==> config.mk <==
export PLATFORM = sky130hd
export DESIGN_NAME = frame_tx_scheduler
export DESIGN_NICKNAME = d
export VERILOG_FILES = /design/src/rtl/frame_tx_scheduler.sv
export SDC_FILE = /design/constraint.sdc
export NUM_CORES = 1
export LEC_CHECK = 0
export ABC_CLOCK_PERIOD_IN_PS = 2050
export CAP_MARGIN = 20
export CORE_MARGIN = 1.5
export CORE_UTILIZATION = 39
export CTS_BUF_LIST = sky130_fd_sc_hd__clkbuf_16
export CTS_CLUSTER_SIZE = 30
export DETAILED_ROUTE_END_ITERATION = 16
export PLACE_DENSITY = 0.65
export SLEW_MARGIN = 10
export SYNTH_ARGS = -nofsm -noshare
export SYNTH_HDL_FRONTEND = slang
export SYNTH_SLANG_ARGS = --single-unit
==> constraint.sdc <==
create_clock -name i_Clk -period 2.05 [get_ports i_Clk]
set_input_delay 0.615 -clock i_Clk [delete_from_list [all_inputs] [get_ports i_Clk]]
set_output_delay 0.615 -clock i_Clk [all_outputs]
set_load 0.03 [all_outputs]
==> src/rtl/frame_tx_scheduler.sv <==
// frame_tx_scheduler
//
// Sends one captured camera frame from the frame RAM to the UART transmitter.
// A rising edge on the camera vertical sync starts a transfer. The capture
// writer stays frozen until every byte has gone out. Each byte is read from
// RAM, registered, and then launched with a single-cycle start pulse. The
// block waits for the transmitter's done pulse before it fetches the next byte.
//
// Ports
//   i_Clk             system clock, rising edge
//   i_Rst_n           synchronous active-low reset
//   i_Enable          lets frame boundaries start transfers
//   i_VS              camera vertical sync (asynchronous)
//   o_Rd_En           RAM read enable
//   o_Rd_Addr         RAM read address
//   i_Rd_Data         RAM read data, valid one cycle after o_Rd_En
//   o_Tx_Data         byte presented to the transmitter
//   o_Tx_Start        one-cycle launch pulse to the transmitter
//   i_Tx_Done         one-cycle completion pulse from the transmitter
//   o_Write_Inhibit   high while a transfer is in progress
//   o_Frame_Sent      one-cycle pulse after the last byte completes
//   o_Frame_Indicator toggles once per sent frame
//   o_Dropped         saturating count of frame boundaries lost to a busy transfer
module frame_tx_scheduler #(
  parameter int BYTES_PER_FRAME = 9216,
  parameter int ADDR_W          = 15
) (
  input  logic              i_Clk,
  input  logic              i_Rst_n,
  input  logic              i_Enable,
  input  logic              i_VS,
  output logic              o_Rd_En,
  output logic [ADDR_W-1:0] o_Rd_Addr,
  input  logic [7:0]        i_Rd_Data,
  output logic [7:0]        o_Tx_Data,
  output logic              o_Tx_Start,
  input  logic              i_Tx_Done,
  output logic              o_Write_Inhibit,
  output logic              o_Frame_Sent,
  output logic              o_Frame_Indicator,
  output logic [7:0]        o_Dropped
);

  localparam logic [2:0] ST_IDLE    = 3'd0;
  localparam logic [2:0] ST_READ    = 3'd1;
  localparam logic [2:0] ST_LOAD    = 3'd2;
  localparam logic [2:0] ST_SEND    = 3'd3;
  localparam logic [2:0] ST_WAIT_TX = 3'd4;
  localparam logic [2:0] ST_DONE    = 3'd5;

  localparam logic [ADDR_W-1:0] LAST_BYTE = ADDR_W'(BYTES_PER_FRAME - 1);

  logic [2:0]        state;
  logic [2:0]        state_next;
  logic              vs_meta;
  logic              vs_sync;
  logic              vs_prev;
  logic              vs_rise;
  logic              frame_start;
  logic [ADDR_W-1:0] byte_cnt;

  // Two flops resynchronise the asynchronous sync. The third flop holds the
  // previous synchronised value so that a rising edge can be detected.
  // NOTE: clocked state uses non-blocking assignments so every flop samples
  // pre-edge values; blocking here would collapse the chain into one flop.
  always_ff @(posedge i_Clk) begin
    if (!i_Rst_n) begin
      vs_meta <= 1'b0;
      vs_sync <= 1'b0;
      vs_prev <= 1'b0;
    end else begin
      vs_meta <= i_VS;
      vs_sync <= vs_meta;
      vs_prev <= vs_sync;
    end
  end

  assign vs_rise     = vs_sync & ~vs_prev;
  assign frame_start = (state == ST_IDLE) && vs_rise && i_Enable;

  // NOTE: the default assignment at the top keeps every path assigned, so no
  // latch is inferred for state_next.
  always_comb begin
    state_next = state;
    case (state)
      ST_IDLE:    if (frame_start) state_next = ST_READ;
      ST_READ:    state_next = ST_LOAD;
      ST_LOAD:    state_next = ST_SEND;
      ST_SEND:    state_next = ST_WAIT_TX;
      ST_WAIT_TX: if (i_Tx_Done) state_next = (byte_cnt == LAST_BYTE) ? ST_DONE : ST_READ;
      ST_DONE:    state_next = ST_IDLE;
      default:    state_next = ST_IDLE;
    endcase
  end

  always_ff @(posedge i_Clk) begin
    if (!i_Rst_n) begin
      state             <= ST_IDLE;
      byte_cnt          <= '0;
      o_Tx_Data         <= 8'h00;
      o_Frame_Indicator <= 1'b0;
      o_Dropped         <= 8'h00;
    end else begin
      state <= state_next;

      // The byte counter doubles as the read address. It resets at the
      // start of each frame and stops at the last byte, so it never wraps.
      if (frame_start)
        byte_cnt <= '0;
      else if (state == ST_WAIT_TX && i_Tx_Done && byte_cnt != LAST_BYTE)
        byte_cnt <= byte_cnt + ADDR_W'(1);

      // RAM data arrives one cycle after the read. It is then held through
      // SEND and WAIT_TX.
      if (state == ST_LOAD)
        o_Tx_Data <= i_Rd_Data;

      if (state == ST_DONE)
        o_Frame_Indicator <= ~o_Frame_Indicator;

      // DONE still counts as busy, because a new frame is only accepted
      // once the block is back in IDLE.
      if (vs_rise && i_Enable && state != ST_IDLE && o_Dropped != 8'hFF)
        o_Dropped <= o_Dropped + 8'd1;
    end
  end

  // The outputs below are pure decodes of the state register, so they change
  // only on a clock edge and fall on the first edge after reset.
  assign o_Rd_En         = (state == ST_READ);
  assign o_Rd_Addr       = byte_cnt;
  assign o_Tx_Start      = (state == ST_SEND);
  assign o_Write_Inhibit = (state != ST_IDLE);
  assign o_Frame_Sent    = (state == ST_DONE);

endmodule

==> impl_metrics.toml, run 1 <==
[setup_path]
path_cells = "clkdlybuf4s50_1"
rrSetupSlack_ns = 0.12
cp-start-kind = "flop"
path_class = "flop to output pin"
end_kind = "output pin"
rr_startpoint = "o_Rd_Addr[14]"
cp.depth = 1
cp_slowest_cell = "clkdlybuf4s50_1"
crit_end = "o_Dropped[6]"
reg2reg_to = "state[2]"
rr_worst_depth = 4
cp_max_fo = 4
crit_family = "buffers and inverters"
arrival_ns = 1.38
path_buf_inv = 1
crit_start = "o_Dropped[6]"
cp_data_required_time_ns = 1.43
max_stage_delay_ns = 0.70

[global_routing]
grt_pass1_wl_mm = 7.30
overflow = 0
grt_max_degree = 19
antenna_found_initial = 0
grtUsageTotal_pct = 18.2
grt_pass1_vias = 1590

[cells_and_area]
num-fill-cells = 416
n_antenna_cell = 0
layout.nets = 276
area_delta_synth_final_pct = 47.5
fin_util_pct = 59.9
finalInstanceArea_um2 = 2630
fin_cells = 314
drive_above_1_share_pct = 18.7

[drt]
drt_iter0_markers = 57
ant_nets = 0
post-route-drc-count = 0
vias = 1720
dr.pass1.iters = 4
drt_wl_total_mm = 4.36
vias_per_cell = 5.48
wl_per_cell_um = 13.9

[flow_run]
cap_violations = 0

[clocking]
cts_tree = "done"
cts_max_path_buffers = 2
htree_levels = 2
cts-root-buf = "clkbuf_16"
clk_pin_slew_ns = 0.05
holdBufCountCts = 0
worstSkewPairLatency_ns = 0.28
cts_buffers = 5
clock_sinks = 38

[synthesis]
ys_seq_elements = 38
avgSynthCellArea_um2 = 9.28
syn_nets = 207
synth_cells = 192
synth_most_common_cell = "dfxtp_1"
netlist_area_um2 = 1780
synthDistinctLibCells = 42
synth_common_cells = "dfxtp_1, a21oi_1, o31ai_1, nand3_1, nor2_1"
yosys-top-cells-area = "dfxtp_1, a21oi_1, mux2i_1, o31ai_1, or4_1"
yosysTopAreaCellShare_pct = 42.7
synthFlopType = "dfxtp_1"
ys_seq_area_share_pct = 42.7
synth_area_leader_cell = "dfxtp_1"
synth_edf_count = 0
async_flop_share_pct = 0
yosysWarnings = 0

[die]
rows = 24
core-area_um2 = 4380
die_y_um = 70.6
floorplan.initialDensity_pct = 40.6
fp.dieArea_um2 = 4980
ios = 49
die_x_um = 70.6

[place]
placed_area_um2 = 2450
io_buffers = 48
hpwl_mm = 3.13
dp.cells = 303
gp_congestion = 0.809

[timing]
max_slew_margin_pct = 75.5
period_share_pct = 97.5
hold_violations = 0
hold_ws_ns = 0.432
tightestPinTransition_ns = 0.365
rsz0062_at_grt = "false"
fmax_mhz = 500
setup_viol = 0
slew_violations = 0
period_needed_ns = 2.00
fin_skew_ns = 0.00291

[min_path]
hp-class = "flop to flop"

[power]
pwr_density_cell_nw_per_um2 = 607
ir_drop_v = 0.000391
p_leak_nw = 1.00

[run_status]
status = "complete, no violations"
## final cells by class
type                            count  area [um^2]  share of cell area [%]
Multi-Input combinational cell    140          973                    37.0
Sequential cell                    38          764                    29.1
Timing Repair Buffer               72          672                    25.6
Clock buffer                        5          125                    4.76
Tap cell                           52         65.1                    2.48
Inverter                            4         15.0                   0.571
Clock inverter                      3         12.5                   0.476
## placed cells by master, fill, tap and decap left out, drive strengths merged, types with 2 or more instances in the layout
master and count:
nand2 10, ha 2, clkbuf 5, nor2 11
dlymetal6s2s 6, a21oi 18, a211oi 2, mux2i 9
o21ai 7, inv 4, or4 13, nor3b 3
xnor2 3, nand3 11, nor3 3, dfxtp 38
nor4 2, nand4 5, clkdlybuf4s50 33, buf 28
dlygate4sd2 5, o31ai 12, and2 4, clkinv 3
nand3b 2, or3 7, and4 3
## where the power goes
| group | switching (W) | leakage (nW) | total [W] | internal, W |
|---|---|---|---|---|
| registers | 0.00000730 | 0.308 | 0.000756 | 0.000749 |
| clock network | 0.000280 | 0.0724 | 0.000719 | 0.000439 |
| logic | 0.0000577 | 0.623 | 0.000120 | 0.0000627 |
| total | 0.000345 | 1.00 | 0.00160 | 0.00125 |
## flip-flops by register name, summed over array words and instances (netlist names)
register and count:
vs_sync 1, o_Tx_Data 8, o_Rd_Addr 15, state 3
vs_prev 1, o_Dropped 8, vs_meta 1, o_Frame_Indicator 1
## repair_timing
action                     CTS  global route
gates resized for setup      7             7
setup buffers                1             2
setup endpoints to repair    9            10
pin swaps                    1             1
gates cloned                 0             0
## cells by family after synthesis
kind of cell,count (synthesis),share of synthesized area [%]
and+or+nand+nor,79,27.7
AOI/OAI and AO/OA,46,17.3
adders and majority gates,2,1.40
DFF,38,42.7
muxes,9,5.06
buffers and inverters,14,3.86
xor gates and xnor gates,4,1.97
## per-layer routing
layer | share of wire, % | GRT usage (%) | vias up
met5 | 0 | 0 | -
met3 | 6.8 | 6.98 | 3
met2 | 46 | 28.2 | 45
met1 | 47 | 24.2 | 800
li1 | - | - | 872
met4 | 0.62 | 4.40 | 0
## through the flow
step           TNS (ns)  total power (W)  worst slack [ns]
5_1_grt               0          0.00166           0.00583
3_3_place_gp      -2.90         0.000891            -0.361
2_1_floorplan         0         0.000831            0.0311
6_report              0          0.00160            0.0514
4_1_cts               0          0.00161           0.00427
3_5_place_dp      -3.28         0.000891            -0.376
## worst min path at each step
| stage | start | endpoint | depth (start not counted) |
|---|---|---|---|
| after floorplan | vs_meta | vs_sync | 1 |
| after global placement | vs_meta | vs_sync | 1 |
| after detailed placement | vs_meta | vs_sync | 1 |
| after CTS | vs_meta | vs_sync | 1 |
| after global routing | vs_meta | vs_sync | 1 |
| final | vs_meta | vs_sync | 1 |
(Power assumes the default switching activity.)
==> run 2, diff against run 1 <==
--- a/config.mk
+++ b/config.mk
@@ -5,14 +5,15 @@
 export SDC_FILE = /design/constraint.sdc
 export NUM_CORES = 1
 export LEC_CHECK = 0
-export ABC_CLOCK_PERIOD_IN_PS = 2050
+export ABC_CLOCK_PERIOD_IN_PS = 1600
 export CAP_MARGIN = 20
 export CORE_MARGIN = 1.5
 export CORE_UTILIZATION = 39
 export CTS_BUF_LIST = sky130_fd_sc_hd__clkbuf_16
 export CTS_CLUSTER_SIZE = 30
 export DETAILED_ROUTE_END_ITERATION = 16
-export PLACE_DENSITY = 0.65
+export PLACE_DENSITY = 0.68
+export SETUP_SLACK_MARGIN = 0.3
 export SLEW_MARGIN = 10
 export SYNTH_ARGS = -nofsm -noshare
 export SYNTH_HDL_FRONTEND = slang
==> constraint.sdc (replaced) <==
create_clock -name i_Clk -period 1.6 [get_ports i_Clk]
set_input_delay 0.48 -clock i_Clk [delete_from_list [all_inputs] [get_ports i_Clk]]
set_output_delay 0.48 -clock i_Clk [all_outputs]
set_load 0.03 [all_outputs]
==> run 2 against run 1 <==
Net effect: the run now ends with negative setup slack left; clock power up 31%; first-iteration DRC count decreased by 1.8%; sequential share of layout area fell by 4.1 points; total power is 31% higher; non-clock buffer count grew 47; core utilization grew 15 points; critical path type is now flop to flop; critical path depth rose by 3; wire length grew 27%; global-route usage up 3.9 points; die area stayed put; design area grew 25%.
==> impl_metrics.toml, run 2 (synthesized netlist as in run 1, its figures left out) <==
[power]
ir_drop_v = 0.000546
pwr_density_cell_nw_per_um2 = 637
p_leak_nw = 1.24

[die]
die_x_um = 70.6
ios = 49
rows = 24
core-area_um2 = 4380
die_y_um = 70.6
fp.dieArea_um2 = 4980
floorplan.initialDensity_pct = 40.6

[cells_and_area]
largest_reg_flops = 15
layout.nets = 323
most-common-layout-cells = "buf_4, buf_6, dfxtp_2"
n_antenna_cell = 0
drive_above_1_share_pct = 57.0
final_common_cell = "buf_4"
area_delta_synth_final_pct = 84.4
fin_util_pct = 74.9

[setup_path]
arrival_ns = 2.07
rr_worst_depth = 4
cp.depth = 4
cp_max_fo = 2
crit_start = "o_Rd_Addr[14]"
max_stage_delay_ns = 0.55
cp-start-kind = "flop"
path_class = "flop to flop"
rr_startpoint = "o_Rd_Addr[14]"
cp_slowest_cell = "or4_4"
cp_data_required_time_ns = 1.83
path_cells = "or4_4 > or4_4 > a2111oi_4 > o21a_1"
path_buf_inv = 0
end_kind = "flop"
crit_family = "simple AND/OR/NAND/NOR gates"
crit_top_cell = "or4_4"

[drt]
post-route-drc-count = 0
vias_per_cell = 5.46
dr.pass1.iters = 4
drt_iter0_markers = 56
met1Wirelength_mm = 2.39
wl_met2_mm = 2.79
highest_layer = "met4"
dr_wl_met3_um = 263
wl_per_cell_um = 15.3
drt_wl_total_mm = 5.53
ant_nets = 0
vias = 1970

[min_path]
holdPathStages = 1
hp-start = "vs_meta"
hp-class = "flop to flop"

[clocking]
cts-root-buf = "clkbuf_16"
cts_max_path_buffers = 2
clock_sinks = 38
holdBufCountCts = 0
clk_pin_slew_ns = 0.06
worstSkewPairLatency_ns = 0.28
cts_tree = "done"
cts_buffers = 5
htree_levels = 2

[timing]
period_share_pct = 115
rsz0062_at_grt = "true"
slew_violations = 0
setup_viol = 23
max_slew_margin_pct = 77.3
tns_ns = -3.06
setup_slack_ns = -0.243
fmax_mhz = 543
tightestPinTransition_ns = 0.339
fin_skew_ns = 0.00234
period_needed_ns = 1.84
hold_violations = 0

[global_routing]
grt_pass1_vias = 1911
overflow = 0
grt_max_degree = 16
antenna_found_initial = 0
grtUsageTotal_pct = 22.1
grt_pass1_wl_mm = 8.89

[place]
hpwl_mm = 3.46
io_buffers = 48
pre_cts_slack_ns = -0.688
gp_congestion = 0.782

[run_status]
status = "complete, but fails checks"
violations = "negative setup slack"

[flow_run]
cap_violations = 0
[run 2: power by group]
| part | internal (W) | switching, W |
|---|---|---|
| registers | 0.000942 | 0.00000898 |
| logic | 0.000107 | 0.0000944 |
| clock network | 0.000563 | 0.000376 |
[run 2: layout make-up]
| class | instances | area (um^2) |
|---|---|---|
| clock buffer | 5 | 125 |
| clock inverter | 3 | 12.5 |
| fill | 311 | 1100 |
| inverter | 4 | 20.0 |
| multi-input combinational | 140 | 1130 |
| sequential | 38 | 822 |
| tap | 52 | 65.1 |
| timing repair buffer | 119 | 1110 |
[run 2: routing by layer]
layer  vias up  global-route usage [%]
met1       943                    26.4
li1        968                       -
met4         0                    6.92
met3        11                    6.41
met2        48                    38.3
met5         -                       0
[run 2: timing repair]
| action | CTS | global route |
|---|---|---|
| gates cloned | 1 | 0 |
| gates resized for setup | 226 | 57 |
| buffers inserted | 16 | 6 |
| pin swaps | 19 | 11 |
| endpoints found under the setup margin | 70 | 64 |
[run 2: worst paths after layout]
path | to | slack [ns]
setup reg to reg | state[2] | -0.24
setup / recovery | state[2] | -0.24
hold / removal | vs_sync | 0.46
hold reg to reg | vs_sync | 0.46
[run 2: per-stage QoR]
stage          cell area [um^2]  hold slack, ns  power (W)  std cells
2_1_floorplan              1920           0.412    0.00107        192
3_5_place_dp               2730           0.426    0.00114        330
6_report                   3290           0.460    0.00209        361
5_1_grt                    3290           0.461    0.00216        361
3_3_place_gp               2730           0.416    0.00114        330
4_1_cts                    3090           0.439    0.00209        355
==> run 3, diff against run 2 <==
--- a/config.mk
+++ b/config.mk
@@ -14,6 +14,7 @@
 export DETAILED_ROUTE_END_ITERATION = 16
 export PLACE_DENSITY = 0.68
 export SETUP_SLACK_MARGIN = 0.3
+export SKIP_CTS_REPAIR_TIMING = 1
 export SLEW_MARGIN = 10
 export SYNTH_ARGS = -nofsm -noshare
 export SYNTH_HDL_FRONTEND = slang
==> run 3 against run 2 <==
Net effect: the run still ends with negative setup slack left; clock power shrank 0.6%; die area is the same; hold slack worse by 0.022 ns; combinational power decreased by 3%; largest power group unchanged; highest routed layer unchanged.
==> impl_metrics.toml, run 3 (synthesized netlist as in run 1, its figures left out) <==
[timing]
fin_skew_ns = 0.00292
rsz0062_at_grt = "true"
hold_violations = 0
setup_viol = 21
max_slew_margin_pct = 78.6
slew_violations = 0
period_share_pct = 115
tightestPinTransition_ns = 0.318
setup_slack_ns = -0.236
tns_ns = -2.55
fmax_mhz = 545
period_needed_ns = 1.84

[cells_and_area]
num-fill-cells = 338
n_antenna_cell = 0
layout.nets = 311
finalInstanceArea_um2 = 3170
largest_reg_flops = 15
area_delta_synth_final_pct = 78.1
most-common-layout-cells = "buf_4, buf_6, dfxtp_2, dfxtp_1, nor2_1"
fin_cells = 349
drive_above_1_share_pct = 55.2
final_common_cell = "buf_4"
fin_util_pct = 72.4

[run_status]
status = "complete, but fails checks"
violations = "negative setup slack"

[die]
core-area_um2 = 4380
floorplan.initialDensity_pct = 40.6
die_x_um = 70.6
die_y_um = 70.6
rows = 24
ios = 49
fp.dieArea_um2 = 4980

[global_routing]
grtUsageTotal_pct = 19.3
antenna_found_initial = 0
grt_pass1_vias = 1717
grt_max_degree = 16
grt_pass1_wl_mm = 7.78
overflow = 0

[power]
combPwrFrac_pct = 9.4
p_sw_share_pct = 22.7
p_leak_nw = 1.20
intPower_w = 0.00161
clockPowerShare_pct = 44.9
pwr-share-seq_pct = 45.8
switchingPower_w = 0.000472
ir_drop_v = 0.000567
pwr_density_cell_nw_per_um2 = 656

[clocking]
cts_tree = "done"
clk_pin_slew_ns = 0.05
htree_levels = 2
worstSkewPairLatency_ns = 0.28
cts_max_path_buffers = 2
clock_sinks = 38
cts_buffers = 5
cts-root-buf = "clkbuf_16"

[drt]
drt_iter0_markers = 71
dr.pass1.iters = 4
dr_wl_met3_um = 266
vias_per_cell = 5.40
highest_layer = "met4"
wl_met2_mm = 2.51
met1Wirelength_mm = 2.29
drt_wl_total_mm = 5.15
wl_per_cell_um = 14.8
ant_nets = 0
post-route-drc-count = 0
vias = 1883

[setup_path]
rrSetupSlack_ns = -0.24
cp-start-kind = "flop"
cp_max_fo = 2
end_kind = "flop"
path_class = "flop to flop"
arrival_ns = 2.06
cp_data_required_time_ns = 1.83

[place]
gp_congestion = 0.782
io_buffers = 48
dp.cells = 330
placed_area_um2 = 2730
hpwl_mm = 3.46

[min_path]
hp-class = "flop to flop"

[flow_run]
cap_violations = 0
==> run 3: cell count changes in the layout (fill, tap and decap cells not counted), moves of 3 or more <==
cell            change
a21oi_1             -4
a21oi_2             +4
buf_4               -3
buf_6              -11
dfxtp_1             +3
dlymetal6s2s_1      +3
o21ai_0             +3
==> run 3: area by class of cell <==
class                      count  area, um^2  share of cell area [%]
tap                           52        65.1                    2.05
clock buffer                   5         125                    3.94
inverter                       4        18.8                   0.591
sequential                    38         816                    25.7
clock inverter                 3        12.5                   0.394
timing repair buffer         107         996                    31.4
multi-input combinational    140        1140                    35.9
==> run 3: worst max-delay path, stage by stage (launching register included) <==
cell	delay [ns]
dfxtp_4	0.34
or4_4	0.54
or4_4	0.46
a2111oi_4	0.31
o21a_1	0.14
==> run 3: worst paths after layout <==
path | startpoint | to | depth (start not counted)
max | o_Rd_Addr[14] | state[2] | 4
min | vs_meta | vs_sync | 1
max reg2reg | o_Rd_Addr[14] | state[2] | 4
min reg2reg | vs_meta | vs_sync | 1
==> run 3: power groups by stage <==
stage / Clock (W) / Sequential, W / Combinational, W
4_1_cts: 0.000951 / 0.000952 / 0.000173
6_report: 0.000933 / 0.000952 / 0.000195
2_1_floorplan: 0 / 0.000986 / 0.0000808
3_3_place_gp: 0 / 0.000972 / 0.000171
3_5_place_dp: 0 / 0.000972 / 0.000172
5_1_grt: 0.000992 / 0.000953 / 0.000209
==> run 3: per-stage QoR <==
| stage | total power (W) | worst slack [ns] | hold WS, ns |
|---|---|---|---|
| 6_report | 0.00208 | -0.236 | 0.438 |
| 5_1_grt | 0.00215 | -0.280 | 0.445 |
| 4_1_cts | 0.00208 | -0.490 | 0.439 |
| 3_5_place_dp | 0.00114 | -0.688 | 0.426 |
| 3_3_place_gp | 0.00114 | -0.637 | 0.416 |
| 2_1_floorplan | 0.00107 | -0.224 | 0.412 |
==> run 3: layer usage <==
metal	global-route usage [%]	vias up
li1	-	948
met1	24.7	881
met2	30.1	45
met3	6.70	9
met4	7.34	0
met5	0	-
